--- config.mk ---
export PLATFORM = sky130hd
export DESIGN_NAME = fetch_stage
export DESIGN_NICKNAME = d
export VERILOG_FILES = /design/src/rtl/mips_pkg.sv /design/src/rtl/fetch_stage_if_id_reg.sv /design/src/rtl/fetch_stage.sv
export SDC_FILE = /design/constraint.sdc
export NUM_CORES = 1
export LEC_CHECK = 0
export CAP_MARGIN = 20
export CELL_PAD_IN_SITES_DETAIL_PLACEMENT = 1
export CELL_PAD_IN_SITES_GLOBAL_PLACEMENT = 2
export CORE_MARGIN = 5
export CORE_UTILIZATION = 27
export CTS_BUF_LIST = sky130_fd_sc_hd__clkbuf_8 sky130_fd_sc_hd__clkbuf_16
export DETAILED_ROUTE_END_ITERATION = 6
export HOLD_SLACK_MARGIN = 0.1
export PLACE_DENSITY_LB_ADDON = 0.25
export SETUP_SLACK_MARGIN = 0.15
export SYNTH_ARGS = -nofsm -noshare
export SYNTH_HDL_FRONTEND = slang
export SYNTH_HIERARCHICAL = 1
export SYNTH_SLANG_ARGS = --single-unit
--- constraint.sdc ---
create_clock -name clk -period 4.8 [get_ports clk]
set_clock_uncertainty 0.05 [all_clocks]
set_input_delay 0.96 -clock clk [delete_from_list [all_inputs] [get_ports clk]]
set_output_delay 0.96 -clock clk [all_outputs]
set_load 0.02 [all_outputs]
--- src/rtl/mips_pkg.sv ---
// Shared MIPS datapath definitions: jump codes, instruction field positions
// and reset defaults.
package mips_pkg;

  typedef enum logic [1:0] {
    JMP_NONE = 2'b00,
    JMP_J    = 2'b01,
    JMP_JAL  = 2'b10,
    JMP_JR   = 2'b11
  } jump_e;

  localparam logic [31:0] NOP_INSTR = 32'h0000_0000;
  localparam logic [31:0] RESET_PC  = 32'h0000_0000;

  localparam int unsigned OPCODE_MSB  = 31;
  localparam int unsigned OPCODE_LSB  = 26;
  localparam int unsigned J_INDEX_MSB = 25;

endpackage

--- src/rtl/fetch_stage_if_id_reg.sv ---
// IF/ID pipeline register: instruction, PC+4 and valid flag.
// Flush has priority over enable so a squash is never lost under a stall.
module if_id_reg #(
  parameter logic [31:0] NOP_INSTR = 32'h0000_0000
) (
  input  logic        clk,
  input  logic        reset,
  input  logic        en,
  input  logic        flush,
  input  logic [31:0] instr_d,
  input  logic [31:0] pc4_d,
  output logic [31:0] instr_q,
  output logic [31:0] pc4_q,
  output logic        valid_q
);

  always_ff @(posedge clk) begin
    if (reset || flush) begin
      instr_q <= NOP_INSTR;
      pc4_q   <= '0;
      valid_q <= 1'b0;
    end else if (en) begin
      instr_q <= instr_d;
      pc4_q   <= pc4_d;
      valid_q <= 1'b1;
    end
  end

endmodule

--- src/rtl/fetch_stage.sv ---
// Instruction-fetch stage: PC register, next-PC selection (EX branch, ID
// jump, stall, sequential) and the IF/ID pipeline register.
module fetch_stage #(
  parameter logic [31:0] RESET_PC  = 32'h0000_0000,
  parameter logic [31:0] NOP_INSTR = 32'h0000_0000
) (
  input  logic        clk,
  input  logic        reset,
  input  logic        stall,
  input  logic        branch_taken,
  input  logic [31:0] branch_target,
  input  logic [1:0]  jump,
  input  logic [31:0] jr_target,
  input  logic [31:0] imem_rdata,
  output logic [31:0] imem_addr,
  output logic [31:0] if_id_instr,
  output logic [31:0] if_id_pc4,
  output logic        if_id_valid,
  output logic        flush_id
);
  import mips_pkg::*;

  logic [31:0] pc;
  logic [31:0] pc_next;
  logic [31:0] pc_plus4;
  logic [31:0] jump_target;
  jump_e       jump_eff;
  logic        ifid_en;
  logic        ifid_flush;
  logic        unused_bits;

  assign pc_plus4  = pc + 32'd4;
  assign imem_addr = pc;
  assign flush_id  = branch_taken & ~reset;

  // A jump code only means something when the ID slot holds a real instruction.
  assign jump_eff = if_id_valid ? jump_e'(jump) : JMP_NONE;

  always_comb begin
    jump_target = {if_id_pc4[31:28], if_id_instr[J_INDEX_MSB:0], 2'b00};
    if (jump_eff == JMP_JR)
      jump_target = {jr_target[31:2], 2'b00};
  end

  // Branch beats stall; stall holds a pending jump until its operand is safe.
  always_comb begin
    pc_next    = pc;
    ifid_en    = 1'b0;
    ifid_flush = 1'b0;
    if (branch_taken) begin
      pc_next    = {branch_target[31:2], 2'b00};
      ifid_flush = 1'b1;
    end else if (stall) begin
      pc_next = pc;
    end else if (jump_eff != JMP_NONE) begin
      pc_next    = jump_target;
      ifid_flush = 1'b1;
    end else begin
      pc_next = pc_plus4;
      ifid_en = 1'b1;
    end
  end

  always_ff @(posedge clk) begin
    if (reset)
      pc <= {RESET_PC[31:2], 2'b00};
    else
      pc <= pc_next;
  end

  if_id_reg #(
    .NOP_INSTR (NOP_INSTR)
  ) u_if_id (
    .clk     (clk),
    .reset   (reset),
    .en      (ifid_en),
    .flush   (ifid_flush),
    .instr_d (imem_rdata),
    .pc4_d   (pc_plus4),
    .instr_q (if_id_instr),
    .pc4_q   (if_id_pc4),
    .valid_q (if_id_valid)
  );

  assign unused_bits = ^{branch_target[1:0], jr_target[1:0],
                         if_id_instr[OPCODE_MSB:OPCODE_LSB], RESET_PC[1:0]};

endmodule

==> results.md <==
- First-pass GRT wire length: 32.71 mm
- Fillers: 2246
- RSZ-0062 raised after global routing: no
- Hold_sp: u_if_id/pc4_q[0]$_SDFFE_PP0P_
- IO Port Bufs: 195
- Number of placement rows: 50
- Crit end category: output pin
- Routed met1 length: 9.520 mm
- Worst hold-check path type: reg -> reg
- Drt drc: 0
- Setup bufs post-CTS: 0
- Share of cells above drive strength 1: 6.000%
- Routed met3 length: 1.793 mm
- CTS tree: yes
- Final WL: 21.29 mm
- Worst Path Required: 3.79 ns
- Final setup vio count: 0
- Via count: 5259
- Vias in the first global route: 5600
- Final #Nets: 898
- Status: finished, final reports clean
- N_diodes: 0
- Critical path peak fanout: 17
- Post-cts repair resize count: 0
- Number of buffers created by CTS: 9
- Worst-case reg-to-reg path depth: 7
- DIE AREA: 22130 µm²
- Hpwl dp: 16.45 mm
- Congestion Overflow GR: 0
- Hold buffer count at CTS: 0
- Largest net degree at the start of global routing: 66
- RD Place Congestion: 0.8254
- Most frequently used flop master after synthesis: dfxtp_1
- Synth Cell Area: 5197 µm²
- Clk_lat worst skew: 0.35 ns
- H-tree depth: 3
- Max-Cap Viols: 0
- Post-synth cell types: 53
- Cell count after synthesis: 619
- Post-synth EDFFs: 0
- Clock slew at reported path FFs: 0.07 ns
- FF+latch count, synth: 97
- Core area: 18830 µm²
- WL met2: 9.673 mm
- Crit start category: input pin
- All-layer global routing usage: 18.92%
- Syn avg cell area: 8.397 µm²
- Detail Route Antenna Nets: 0
- Drt pass-1 iters: 4
- Clock sinks: 97
- Hold endpoint: u_if_id/pc4_q[0]$_SDFFE_PP0P_
- Max Slew Vio Count: 0
- Worst Tran Pin Value: 0.9229 ns
- Max Buffers Root-to-Sink: 2
- Crit Path Class: in -> out
- Number of vias per cell: 4.961
- Routed WL per cell: 20.08 µm
- Max Fclk: 264.9 MHz
- Syn. warnings: 6
- Static leakage: 0.002691 µW
- First DRT Iteration DRCs: 212
- Setup TNS: 0 ns
- Tmin final: 3.774 ns
- Antenna violations before repair: 0
- I/O pins: 200
- Syn_nets: 722
- Sequential share of the synthesized area: 37.36%
- Final Total Pwr: 2038 µW
- Worst r2r src: imem_addr[2]$_SDFFE_PP0P_
- Commonest non-fill, non-tap cell in the layout: clkdlybuf4s50_1
- Synth async-reset ratio: 0%
- Die height: 148.7 µm
- Worst r2r dst: u_if_id/pc4_q[20]$_SDFFE_PP0P_
- Setup slack, reg-to-reg: 1.99 ns
- Crit path DAT: 2.76 ns
- Final hold vios: 0
- Max Used Layer: met4
- Pwr Density: 266.8 nW/µm²
- Root Driver: clkbuf_16
- Hold path depth: 2
- Max_slew headroom: 38.48%
- Initial core utilization: 27.60%
- Area Growth Syn to Fin: 47.01%
- Final period utilization: 78.64%
- VDD IR max: 0.1698 mV
- Most frequent cells in the layout: 195 x clkdlybuf4s50_1, 97 x dfxtp_1, 95 x nor2_1
- Die width: 148.7 µm
## cells in the mapped netlist (4+ instances only)
cell type | number | area, µm²
mux2_2 | 5 | 56.30
mux2i_1 | 85 | 850.8
o31ai_1 | 4 | 30.03
nand4_1 | 6 | 37.54
inv_1 | 13 | 48.80
and3_1 | 6 | 37.54
xnor2_1 | 15 | 131.4
nand2_1 | 47 | 176.4
buf_6 | 12 | 135.1
nand3_1 | 13 | 65.06
a31oi_1 | 5 | 31.28
nor4_1 | 6 | 37.54
dfxtp_1 | 97 | 1942
xor2_1 | 9 | 78.83
nor2_1 | 95 | 356.6
o211ai_1 | 4 | 30.03
o21ai_0 | 41 | 205.2
a211oi_1 | 7 | 52.55
clkbuf_1 | 25 | 93.84
o22ai_1 | 4 | 25.02
buf_2 | 6 | 30.03
nand2b_1 | 4 | 25.02
a21oi_1 | 48 | 240.2
and4_1 | 6 | 52.55
nor3_1 | 9 | 45.04
## final cells by class
cell class / instances / area, µm² / share of cell area [%]
clock buffers: 9 / 225.2 / 2.947
repair buffers: 212 / 2079 / 27.21
well taps: 260 / 325.3 / 4.257
multi-input cells: 461 / 2928 / 38.32
inverters: 14 / 55.05 / 0.7205
flip-flops and latches: 97 / 1942 / 25.41
clock inverters: 7 / 86.33 / 1.130
## power by group
part	switching [µW]	internal, µW	leakage (µW)
clock	339	453	0.000156
combinational	184	190	0.00174
sequential	40.8	832	0.000790
## worst max-delay path by stage
stage               depth (start not counted)  slack (ns)    startpoint                              to
floorplan                                   4        1.99  branch_taken                        flush_id
global placement                            8        0.74         stall  u_if_id/pc4_q[25]$_SDFFE_PP0P_
detailed placement                          8        0.71         stall  u_if_id/pc4_q[25]$_SDFFE_PP0P_
CTS                                         5        1.03  branch_taken                        flush_id
global route                                8        0.86         stall  u_if_id/pc4_q[25]$_SDFFE_PP0P_
finish                                      5        1.03  branch_taken                        flush_id
## worst max-delay path, stage by stage
cell and delay, ns:
clkdlybuf4s50_1 0.68, buf_4 0.30, inv_1 0.08, nor2_1 0.10, clkdlybuf4s50_1 0.63
## routing by layer
| metal | global-route usage [%] | up-vias |
|---|---|---|
| met5 | 0 | - |
| met4 | 4.805 | 0 |
| met3 | 5.986 | 18 |
| met2 | 30.42 | 173 |
| met1 | 24.74 | 2525 |
| li1 | - | 2543 |
## sequential cells by signal (all words and copies together) (netlist names)
name and cells:
imem_addr 32, u_if_id/instr_q 32, u_if_id/pc4_q 32, u_if_id/valid_q 1
## cell families (layout without fill, tap and decap cells)
family | after synthesis | after routing | synth area share, %
and+or+nand+nor | 208 | 208 | 18.39
AOI/OAI and AO/OA | 138 | 138 | 16.08
DFF | 97 | 97 | 37.36
muxes | 90 | 90 | 17.45
buffers and inverters | 61 | 242 | 6.428
xor gates and xnor gates | 24 | 24 | 4.044
adders and majority gates | 1 | 1 | 0.2407
## per-stage QoR
| step | cells | setup WS, ns | hold WS, ns | cell area [µm²] | util, % |
|---|---|---|---|---|---|
| 2_1_floorplan | 619 | 1.995 | 0.4194 | 5197 | - |
| 3_3_place_gp | 1044 | 0.7401 | 0.4254 | 7330 | 38.92 |
| 3_5_place_dp | 1044 | 0.7084 | 0.4358 | 7330 | 38.92 |
| 4_1_cts | 1060 | 1.026 | 0.4515 | 7641 | 40.58 |
| 5_1_grt | 1060 | 0.8587 | 0.4719 | 7641 | 40.58 |
| 6_report | 1060 | 1.026 | 0.4479 | 7641 | 40.58 |
Power figures use the tool's default switching activity.
